## src/rtl/timer_irq_servicer_if.sv

```systemverilog
// -----------------------------------------------------------------------------
// timer_irq_servicer_if
// Bus between the IRQ servicer and the hardware timer it drives.
//   tmr_write    : servicer -> timer, restart strobe that also loads the compare
//   tmr_read     : servicer -> timer, status read strobe (timer clears its IRQ
//                  on the falling edge of this strobe)
//   tmr_irq_time : servicer -> timer, 32-bit compare value
//   tmr_data_in  : timer -> servicer, status word (bit 0 = IRQ pending)
//   tmr_irq      : timer -> servicer, interrupt line
// master = servicer side, slave = timer side.
// -----------------------------------------------------------------------------
interface timer_irq_servicer_if;
  logic        tmr_write;
  logic        tmr_read;
  logic [31:0] tmr_irq_time;
  logic [31:0] tmr_data_in;
  logic        tmr_irq;

  modport master (
    output tmr_write,
    output tmr_read,
    output tmr_irq_time,
    input  tmr_data_in,
    input  tmr_irq
  );

  modport slave (
    input  tmr_write,
    input  tmr_read,
    input  tmr_irq_time,
    output tmr_data_in,
    output tmr_irq
  );
endinterface

```

## src/rtl/timer_irq_servicer.sv

```systemverilog
// -----------------------------------------------------------------------------
// timer_irq_servicer
// Arms a hardware timer, waits for its interrupt, reads the status to clear it,
// confirms the clear, and repeats until count_limit interrupts are serviced
// (count_limit = 0 runs until stop). A clear that does not happen within
// CLR_TIMEOUT cycles raises a sticky err and abandons the sequence.
// Ports:
//   clk, rst          : clock, synchronous active-low reset
//   start, stop       : begin (IDLE only) / abort (any active state) requests
//   period            : compare value, latched on accepted start
//   count_limit       : interrupts to service, latched on accepted start
//   bus (master)      : timer bus, see timer_irq_servicer_if
//   busy              : high in every state except IDLE
//   tick              : one-cycle pulse per serviced interrupt
//   done              : one-cycle pulse when count_limit is reached
//   err               : sticky clear-timeout flag
//   event_count       : interrupts serviced since the last accepted start
// All outputs are registered.
// -----------------------------------------------------------------------------
module timer_irq_servicer #(
  parameter int unsigned CLR_TIMEOUT = 8
) (
  input  logic                        clk,
  input  logic                        rst,
  input  logic                        start,
  input  logic                        stop,
  input  logic [31:0]                 period,
  input  logic [15:0]                 count_limit,
  timer_irq_servicer_if.master        bus,
  output logic                        busy,
  output logic                        tick,
  output logic                        done,
  output logic                        err,
  output logic [15:0]                 event_count
);

  typedef enum logic [2:0] {
    IDLE    = 3'd0,
    ARM     = 3'd1,
    WAIT    = 3'd2,
    READ    = 3'd3,
    RELEASE = 3'd4,
    DONE    = 3'd5
  } state_t;

  // Release counter runs 0 .. CLR_TIMEOUT-1, one count per RELEASE cycle.
  localparam int unsigned CW = (CLR_TIMEOUT < 2) ? 1 : $clog2(CLR_TIMEOUT);
  localparam logic [CW-1:0] REL_LAST = CW'(CLR_TIMEOUT - 1);

  state_t        state_r;
  logic [15:0]   limit_r;
  logic [CW-1:0] rel_cnt_r;
  logic          irq_clear_s;
  logic [15:0]   next_count_s;

  // Only bit 0 of the status word carries meaning.
  logic unused_data_s;
  assign unused_data_s = &{1'b0, bus.tmr_data_in[31:1]};

  assign irq_clear_s  = ~bus.tmr_irq & ~bus.tmr_data_in[0];
  assign next_count_s = event_count + 16'd1;

  // Service sequencer: state, latched parameters and all registered outputs.
  always_ff @(posedge clk) begin
    if (!rst) begin
      state_r          <= IDLE;
      limit_r          <= 16'd0;
      rel_cnt_r        <= {CW{1'b0}};
      bus.tmr_write    <= 1'b0;
      bus.tmr_read     <= 1'b0;
      bus.tmr_irq_time <= 32'd0;
      busy             <= 1'b0;
      tick             <= 1'b0;
      done             <= 1'b0;
      err              <= 1'b0;
      event_count      <= 16'd0;
    end else begin
      // Strobes are single-cycle unless a transition below re-asserts them.
      bus.tmr_write <= 1'b0;
      bus.tmr_read  <= 1'b0;
      tick          <= 1'b0;
      done          <= 1'b0;
      case (state_r)
        IDLE: begin
          // start together with stop is treated as no request.
          if (start && !stop) begin
            state_r          <= ARM;
            bus.tmr_irq_time <= period;
            limit_r          <= count_limit;
            event_count      <= 16'd0;
            err              <= 1'b0;
            busy             <= 1'b1;
            bus.tmr_write    <= 1'b1;
          end else begin
            state_r <= IDLE;
            busy    <= 1'b0;
          end
        end
        ARM: begin
          if (stop) begin
            state_r <= IDLE;
            busy    <= 1'b0;
          end else begin
            state_r <= WAIT;
          end
        end
        WAIT: begin
          if (stop) begin
            state_r <= IDLE;
            busy    <= 1'b0;
          end else if (bus.tmr_irq) begin
            state_r      <= READ;
            bus.tmr_read <= 1'b1;
          end else begin
            state_r <= WAIT;
          end
        end
        READ: begin
          if (stop) begin
            state_r <= IDLE;
            busy    <= 1'b0;
          end else begin
            state_r   <= RELEASE;
            rel_cnt_r <= {CW{1'b0}};
          end
        end
        RELEASE: begin
          if (stop) begin
            state_r <= IDLE;
            busy    <= 1'b0;
          end else if (irq_clear_s) begin
            event_count <= next_count_s;
            tick        <= 1'b1;
            if ((limit_r != 16'd0) && (next_count_s == limit_r)) begin
              state_r <= DONE;
              done    <= 1'b1;
            end else begin
              state_r       <= ARM;
              bus.tmr_write <= 1'b1;
            end
          end else if (rel_cnt_r == REL_LAST) begin
            // Timer never dropped its IRQ: give up on this sequence.
            state_r <= IDLE;
            err     <= 1'b1;
            busy    <= 1'b0;
          end else begin
            state_r   <= RELEASE;
            rel_cnt_r <= rel_cnt_r + {{(CW-1){1'b0}}, 1'b1};
          end
        end
        DONE: begin
          state_r <= IDLE;
          busy    <= 1'b0;
        end
        default: begin
          state_r       <= IDLE;
          busy          <= 1'b0;
          bus.tmr_write <= 1'b0;
          bus.tmr_read  <= 1'b0;
        end
      endcase
    end
  end

endmodule

```

## src/flat_wrapper.sv

```systemverilog
// flat-port wrapper written by rule: the top's interface ports become plain ports
module timer_irq_servicer_flat 
#(
  parameter int unsigned CLR_TIMEOUT = 8
)
  (clk, rst, start, stop, period, count_limit, busy, tick, done, err, event_count, bus_tmr_write, bus_tmr_read, bus_tmr_irq_time, bus_tmr_data_in, bus_tmr_irq);
  timer_irq_servicer_if bus_i ();
  input  logic clk;
  input  logic rst;
  input  logic start;
  input  logic stop;
  input  logic [31:0] period;
  input  logic [15:0] count_limit;
  output logic busy;
  output logic tick;
  output logic done;
  output logic err;
  output logic [15:0] event_count;
  output wire logic [$bits(bus_i.tmr_write)-1:0] bus_tmr_write;
  output wire logic [$bits(bus_i.tmr_read)-1:0] bus_tmr_read;
  output wire logic [$bits(bus_i.tmr_irq_time)-1:0] bus_tmr_irq_time;
  input wire logic [$bits(bus_i.tmr_data_in)-1:0] bus_tmr_data_in;
  input wire logic [$bits(bus_i.tmr_irq)-1:0] bus_tmr_irq;
  assign bus_tmr_write = bus_i.tmr_write;
  assign bus_tmr_read = bus_i.tmr_read;
  assign bus_tmr_irq_time = bus_i.tmr_irq_time;
  assign bus_i.tmr_data_in = bus_tmr_data_in;
  assign bus_i.tmr_irq = bus_tmr_irq;
  timer_irq_servicer #(.CLR_TIMEOUT(CLR_TIMEOUT)) u_core (.clk(clk), .rst(rst), .start(start), .stop(stop), .period(period), .count_limit(count_limit), .bus(bus_i), .busy(busy), .tick(tick), .done(done), .err(err), .event_count(event_count));
endmodule
```

## config.mk

```make
export PLATFORM = sky130hd
export DESIGN_NAME = timer_irq_servicer_flat
export DESIGN_NICKNAME = d
export VERILOG_FILES = /design/src/rtl/timer_irq_servicer_if.sv /design/src/rtl/timer_irq_servicer.sv /design/src/flat_wrapper.sv
export SDC_FILE = /design/constraint.sdc
export NUM_CORES = 1
export LEC_CHECK = 0
export CORE_MARGIN = 3
export CORE_UTILIZATION = 67
export DETAILED_ROUTE_END_ITERATION = 6
export DONT_BUFFER_PORTS = 1
export HOLD_SLACK_MARGIN = 0.05
export PLACE_DENSITY_LB_ADDON = 0.15
export SYNTH_ARGS = -nofsm -noshare
export SYNTH_HDL_FRONTEND = slang
export SYNTH_SLANG_ARGS = --single-unit
```

## constraint.sdc

```tcl
create_clock -name clk -period 3.8 [get_ports clk]
set_clock_uncertainty 0.2 [all_clocks]
set_input_delay 0.38 -clock clk [delete_from_list [all_inputs] [get_ports clk]]
set_output_delay 0.38 -clock clk [all_outputs]
set_load 0.02 [all_outputs]
```

# After elaboration in Yosys (flattened, before gate mapping)
# Cells that the tools add are included.
[word_totals]
ff_bits = 76
inputBits = 85
out_inout_bits = 54
[classes]
addsub = 2
n_eq_ne = 16
muxes = 37
bitwise_logic = 7
reduce_logical = 16
[ops]
columns = ["operator", "count"]
rows = [
  ["$mux 16", 3],
  ["$pmux 16 s2", 1],
  ["$mux 3", 10],
  ["$mux 1", 17],
  ["$add 16x1->16 const B", 1],
  ["$eq 16x16->1", 1],
  ["$reduce_bool 16->1", 1],
  ["$pmux 3 s5", 1],
  ["$reduce_and 5->1", 2],
  ["$reduce_or 3->1", 3],
  ["$ne 2x1->1 const B", 4],
  ["$ne 2x2->1 const B", 4],
  ["$eq 3x2->1 const B", 2],
  ["$eq 3x3->1 const B", 2],
  ["$not 1->1", 6],
  ["$pmux 3 s2", 1],
  ["$pmux 1 s2", 2],
  ["$reduce_and 4->1", 1],
  ["$reduce_bool 2->1", 2],
  ["$reduce_or 4->1", 1],
  ["$add 3x1->3 const B", 1],
  ["$eq 3x1->1 const B", 1],
  ["$logic_not 3->1", 1],
  ["$ne 3x2->1 const B", 1],
  ["8 further kinds", 9],
]

# Longest topological paths before layout
# Gate-level depths: netlist (run 1).
[depth]
depth_word = 7
mapped_depth = 10
ltp_nobuf = 7

# Worst setup path after synthesis (run 1)
# OpenSTA, ideal clock, no wires.
[synth_path]
kind = "register to register"
from = "register u_core.event_count[0]"
to = "register u_core.bus.tmr_write"
setup_ns = 0.127
t_arrival_ns = 2.207
setup_slack_ns = 1.266
stages_incl_launch_ff = 8
path_buffers = 0
period_less_slack_ns = 2.534
cell_sequence = "dfxtp_1 > ha_1 > nand3_4 > nor3_1 > nor2b_1 > o41ai_1 > o2111ai_1 > o2bb2ai_1"
[synth_via]
elab_chain_len = 7
[synth_rtl]
columns = ["element", "line_no", "source"]
rows = [
  ["from (decl)", "timer_irq_servicer.sv:34", "output logic [15:0] event_count"],
  ["from (signal assigned)", "timer_irq_servicer.sv:132", "event_count <= next_count_s;"],
  ["$add 16x1->16", "timer_irq_servicer.sv:61", "assign next_count_s = event_count + 16'd1;"],
  ["$eq 16x16->1", "timer_irq_servicer.sv:134", "if ((limit_r != 16'd0) && (next_count_s == limit_r)) begin"],
  ["$logic_and 1x1->1", "timer_irq_servicer.sv:134", ""],
  ["$mux 1", "timer_irq_servicer.sv:134", ""],
  ["$mux 1", "timer_irq_servicer.sv:131", "end else if (irq_clear_s) begin"],
  ["$mux 1", "timer_irq_servicer.sv:128", "if (stop) begin"],
  ["$pmux 1 s2", "timer_irq_servicer.sv:83", "case (state_r)"],
  ["to (signal assigned)", "timer_irq_servicer.sv:79", "bus.tmr_write <= 1'b0;"],
  ["to (signal assigned)", "timer_irq_servicer.sv:93", "bus.tmr_write <= 1'b1;"],
  ["to (signal assigned)", "timer_irq_servicer.sv:139", "bus.tmr_write <= 1'b1;"],
  ["to (decl)", "timer_irq_servicer_if.sv:20", "output tmr_write,"],
]
# Every way passes these cells.
# A chain may end at the register's enable or synchronous reset.

# Worst setup path after layout (run 1)
[layout_path]
from = "register u_core.event_count[1]"
to = "register u_core.bus.tmr_write"
# The elaborated chain is that of the path after synthesis.

==> flow_summary.toml, run 1 <==
[drt]
wirelength_mm = 10.2
drt_iter0_drc = 291
final_antenna_net_count = 0
vias = 3466
route.detailed.drc = 0
drt_pre_antenna_iters = 5
detail_route.vias_per_cell = 6.19
final_routed_wire_length_divided_by_cell_count_um = 18.3

[floorplanning]
floorplan.initialDensity_pct = 71.6
design.portCount = 139
floorplan.core_area_um2 = 4880
std_cell_rows = 25
die-area_um2 = 6120
fp.dieH_um = 78.2
die_span_in_x_um = 78.2

[global_routing]
vias_in_the_first_global_route = 3364
grt_first_pass_wirelength_mm = 16.4
grt.overflow.total = 0
grt_max_degree = 58
antenna_found_initial = 0
gr_util_all_layers_pct = 34.1

[yosys]
synth_enable_flop_cells = 0
sequential_to_total_area_share_from_yosys_stat_pct = 43.5
postSynth.asyncResetShare_pct = 0
dominantRegCellSynth = "dfxtp_1"
synthesis.area_per_instance_um2 = 7.78
synth_cells = 449
nets_in_the_synthesized_netlist = 537
ys_ff_latch = 76
synth.lib_cells_used.distinct = 49
synth.cell_area_um2 = 3490
synthesis.yosys.warnings = 0

[clocking]
cts_sinks = 76
cts_inserted_buffers = 9
clock_path_buffers = 2
clk-insertion-delay-late_ps = 350
htree_num_levels = 3
post_cts_repair_resize_count = 0
tritoncts_clock_tree = "done"
path_clk_slew_ps = 80
cts-root-buf = "clkbuf_8"

[final_layout]
seq_area_um2 = 1520
final_common_cell = "nand2_1"
final.fill_count = 288
finalNetCount = 576
layout.cells.most_common_list = "nand2_1, dfxtp_1, a21oi_1, dlygate4sd3_1, o21ai_0"
layout-drive-gt1-share_pct = 6.09
area_growth_syn_to_layout_pct = 20.3
multi_input_gate_area_um2 = 1850
postLayoutCellArea_um2 = 4200
n_antenna_cell = 0

[power_and_ir_drop]
power-per-cell-area_nw_per_um2 = 379
worst_ir_drop_vdd_mv = 0.341
power.static_leakage_nw = 1.55

[setup_path]
worst_r2r_endpoint = "u_core.bus.tmr_write"
worst_ep_required_time_ps = 3820
depth_of_the_worst_register_to_register_path = 7
cp-end-kind = "flip-flop"
timing.critical_path.arrival_ps = 3020
r2r_start = "u_core.event_count[1]"
setup.worst_path.class = "flip-flop to flip-flop"
critical_path_peak_fanout = 7
worst-r2r-setup-slack_ps = 800
type_of_element_launching_the_critical_path = "flip-flop"

[sta]
finalHoldViolCount = 0
relSlewSlack_pct = 58.4
finalMaxSlewViolations = 0
worst-slew-pin-transition_ps = 624
final.period_utilization_pct = 79.0
setup_viol = 0
totalNegativeSetupSlack_ps = 0
fmax_mhz = 333
post-route-min-period_ps = 3000
grt_setup_unrepaired = "no"

[worst_hold_path]
hold_path_class = "input port to flip-flop"
worstHoldStart = "stop"
hold_path_end = "u_core.rel_cnt_r[2]"
hold_depth = 2

[placement]
placed_area_um2 = 3490
port_buffers = 0
gp_congestion = 0.920
detailed_place_hpwl_mm = 5.61

[job]
cap_viol_max_count = 0

[status]
run_status = "complete, no violations"
## synthesized netlist by cell type, drive strengths merged, types with 2 or more instances
master | number | area, µm²
nand2 | 119 | 447
dfxtp | 76 | 1520
a21oi | 64 | 320
o21ai | 25 | 125
nor2 | 23 | 86.3
clkbuf | 19 | 71.3
nand3 | 14 | 100
xor2 | 11 | 96.3
buf | 10 | 47.6
nor4 | 10 | 83.8
xnor2 | 9 | 78.8
nand4 | 7 | 43.8
and3 | 6 | 38.8
nor3 | 5 | 25.0
a21o | 3 | 22.5
and2 | 3 | 18.8
ha | 3 | 37.5
inv | 3 | 11.3
mux2i | 3 | 30.0
nand2b | 3 | 18.8
o31ai | 3 | 22.5
o41ai | 3 | 26.3
a2111oi | 2 | 17.5
a211oi | 2 | 15.0
nand3b | 2 | 15.0
nor3b | 2 | 15.0
o2111ai | 2 | 17.5
o211ai | 2 | 15.0
## metrics by stage
step	setup WS (ps)	power (mW)	hold slack [ps]	utilization, %	cells
after detailed placement	940	0.987	272	71.6	491
after global placement	973	0.982	266	71.6	491
after global routing	691	1.64	80.7	86.1	560
after floorplan	1270	0.964	254	-	449
final	799	1.59	59.0	86.1	560
after CTS	849	1.57	57.4	86.1	560
## how the worst max path moves through the flow
stage                               start              endpoint  slack [ps]  depth (start not counted)
global route        u_core.event_count[1]  u_core.bus.tmr_write         690                          7
detailed placement  u_core.event_count[1]  u_core.bus.tmr_write         940                          7
finish              u_core.event_count[1]  u_core.bus.tmr_write         800                          7
CTS                 u_core.event_count[1]  u_core.bus.tmr_write         850                          7
floorplan           u_core.event_count[0]  u_core.bus.tmr_write        1270                          7
global placement    u_core.event_count[1]  u_core.bus.tmr_write         970                          7
## repair_timing
item	CTS	global route
hold buffers	53	0
setup buffers	0	0
endpoints found under the hold margin	56	0
## per-layer routing
| metal | track usage [%] | share of wire [%] | vias up |
|---|---|---|---|
| li1 | - | - | 1639 |
| met1 | 39.1 | 40 | 1612 |
| met2 | 57.3 | 49 | 180 |
| met3 | 10.9 | 8.4 | 35 |
| met4 | 17.0 | 3.1 | 0 |
| met5 | 0 | 0 | - |
## registers in the layout, summed over array words and instances (netlist names)
signal,cells
u_core.busy,1
u_core.done,1
u_core.bus.tmr_read,1
u_core.bus.tmr_write,1
u_core.err,1
u_core.tick,1
u_core.event_count,16
u_core.rel_cnt_r,3
u_core.bus.tmr_irq_time,32
u_core.limit_r,16
u_core.state_r,3
## worst max-delay path, cell delays in order (launching register included)
cell       delay, ps
dfxtp_1          570
ha_1             420
nand3_4          180
nor3_1           520
nor2b_1          120
o41ai_1          480
o2111ai_1        210
o2bb2ai_1        180
## cell type report
type                    instances  area share [%]
clock buffers                  10            3.27
clock inverters                 6           0.953
inverters                       3           0.268
multi-input cells             341            44.0
flip-flops and latches         76            36.2
well taps                      67            1.99
repair buffers                 57            13.3
## where the power goes
part	switching, mW	total [mW]	internal [mW]
sequential	0.0458	0.867	0.822
combinational	0.0849	0.159	0.0745
clock	0.312	0.565	0.254
## cells by family after synthesis
family                   Yosys count  synth area share [%]
buffers and inverters             32                  3.72
flip-flops                        76                  43.5
AND/OR/NAND/NOR                  201                  27.4
multiplexers                       3                 0.859
adder cells (fa/ha/maj)            3                  1.07
XOR/XNOR                          20                  5.01
AO/OA/AOI/OAI                    114                  18.4
Note: power is estimated with default switching activity, not from simulation.
==> run 2, diff against run 1 <==
--- a/config.mk
+++ b/config.mk
@@ -6,7 +6,7 @@
 export NUM_CORES = 1
 export LEC_CHECK = 0
 export CORE_MARGIN = 3
-export CORE_UTILIZATION = 67
+export CORE_UTILIZATION = 63
 export DETAILED_ROUTE_END_ITERATION = 6
 export DONT_BUFFER_PORTS = 1
 export HOLD_SLACK_MARGIN = 0.05
==> constraint.sdc (replaced) <==
create_clock -name clk -period 3.1 [get_ports clk]
set_clock_uncertainty 0.2 [all_clocks]
set_input_delay 0.31 -clock clk [delete_from_list [all_inputs] [get_ports clk]]
set_output_delay 0.31 -clock clk [all_outputs]
set_load 0.02 [all_outputs]
==> flow_summary.toml, run 2 (synthesis results as in run 1) <==
[drt]
met2_routed_wl_mm = 4.85
routedLengthMet1_mm = 3.92
drt_iter0_drc = 274
route.detailed.drc = 0
final_antenna_net_count = 0
met3WireLength_um = 788
final_routed_wire_length_divided_by_cell_count_um = 17.1
wirelength_mm = 9.73
drt_pre_antenna_iters = 5
vias = 3361
topRoutingLayerUsed = "met4"
detail_route.vias_per_cell = 5.91

[floorplanning]
fp.dieH_um = 80.5
floorplan.initialDensity_pct = 66.7
die_span_in_x_um = 80.5
std_cell_rows = 26
design.portCount = 139
die-area_um2 = 6480
floorplan.core_area_um2 = 5240

[sta]
finalHoldViolCount = 0
post-route-min-period_ps = 2690
post-route-worst-setup-slack_ps = 415
fmax_mhz = 372
totalNegativeSetupSlack_ps = 0
finalMaxSlewViolations = 0
worst-slew-pin-transition_ps = 587
relSlewSlack_pct = 60.8
final.period_utilization_pct = 86.6
grt_setup_unrepaired = "no"
setup_viol = 0

[worst_hold_path]
hold_path_class = "input port to flip-flop"

[setup_path]
cp-end-kind = "flip-flop"
timing.critical_path.arrival_ps = 2720
setup.worst_path.class = "flip-flop to flip-flop"
worst_ep_required_time_ps = 3130
critical_path_peak_fanout = 11
type_of_element_launching_the_critical_path = "flip-flop"

[power_and_ir_drop]
power-per-cell-area_nw_per_um2 = 479
combinationalPowerShare_pct = 9.4
power.share.clock_pct = 38.8
worst_ir_drop_vdd_mv = 0.362
switching_power_uw = 529
p_int_mw = 1.52
seq_power_share_pct = 51.8
design_power_total_mw = 2.05
power.static_leakage_nw = 1.60
power.share.switching_pct = 25.8

[status]
run_status = "complete, no violations"

[placement]
dp_cells = 500
detailed_place_hpwl_mm = 5.89
pre_cts_ws_ps = 454
gp_congestion = 0.840
port_buffers = 0
placed_area_um2 = 3540

[clocking]
clk-insertion-delay-late_ps = 340
cts_sinks = 76
cts-root-buf = "clkbuf_8"
path_clk_slew_ps = 80
cts_inserted_buffers = 9
htree_num_levels = 3
tritoncts_clock_tree = "done"
clock_path_buffers = 2
post_cts_repair_resize_count = 0

[global_routing]
gr_util_all_layers_pct = 31.8
antenna_found_initial = 0
grt_max_degree = 49
grt.overflow.total = 0
grt_first_pass_wirelength_mm = 16.0
vias_in_the_first_global_route = 3374

[final_layout]
final.fill_count = 332
post_layout_nonfiller_instances = 569
area_growth_syn_to_layout_pct = 22.6
largest_register_ff_count = 32
top_regs = "u_core.bus.tmr_irq_time: 32 flops, u_core.event_count: 16 flops, u_core.limit_r: 16 flops"
largest_register = "u_core.bus.tmr_irq_time"
postLayoutCellArea_um2 = 4280
n_antenna_cell = 0
layout-drive-gt1-share_pct = 7.01
layout.cells.most_common_list = "nand2_1, dfxtp_1, a21oi_1, dlygate4sd3_1, o21ai_0"
finalNetCount = 582
final_common_cell = "nand2_1"

[job]
cap_viol_max_count = 0
-- run 2: cell types whose count changed in the layout (fill, tap and decap cells not counted), sizes merged --
cell	delta
bufinv	+1
buf	+6
clkinv	-5
clkbuf	+2
inv	+2
-- run 2: worst max-delay path, cell delays in order, from the launching register on --
cell and delay (ps):
dfxtp_1 670, nand4_1 320, nor2_1 390, mux2i_1 160
a2111oi_0 420, o2111ai_1 250, o2bb2ai_1 170
-- run 2: power by group through the flow --
stage	sequential, mW	clock (mW)	combinational [mW]
3_5_place_dp	1.08	0	0.129
4_1_cts	1.06	0.800	0.184
5_1_grt	1.07	0.847	0.213
2_1_floorplan	1.07	0	0.108
6_report	1.06	0.796	0.192
3_3_place_gp	1.08	0	0.124
-- run 2: routing by layer --
metal  global-route usage [%]  vias to the layer above
li1                         -                     1647
met1                     38.1                     1556
met2                     52.8                      143
met3                     10.8                       15
met4                     10.8                        0
met5                        0                        -
-- run 2: worst paths after layout --
kind	start	slack (ps)	cells after the start	end
setup reg to reg	u_core.event_count[2]	410	6	u_core.bus.tmr_write
hold / removal	stop	90	4	u_core.err
setup / recovery	u_core.event_count[2]	410	6	u_core.bus.tmr_write
hold reg to reg	u_core.rel_cnt_r[1]	290	2	u_core.rel_cnt_r[1]
-- run 2: metrics by stage --
stage	util [%]	hold slack, ps
global route	81.8	128
global placement	67.7	233
floorplan	-	226
CTS	81.8	54.3
finish	81.8	87.5
detailed placement	67.7	248
-- run 2: layout make-up --
| type | count | area, µm² | share of cell area (%) |
|---|---|---|---|
| clock buffer | 12 | 155 | 3.62 |
| clock inverter | 4 | 55.1 | 1.29 |
| inverter | 3 | 11.3 | 0.263 |
| multi-input combinational | 341 | 1850 | 43.1 |
| sequential | 76 | 1520 | 35.5 |
| tap | 70 | 87.6 | 2.04 |
| timing repair buffer | 63 | 606 | 14.1 |
-- run 2: repair_timing --
action | 4_1_cts | 5_1_grt
hold endpoints to repair | 57 | 0
buffers inserted | 0 | 0
setup endpoints to repair | 0 | 0
hold buffers | 53 | 0
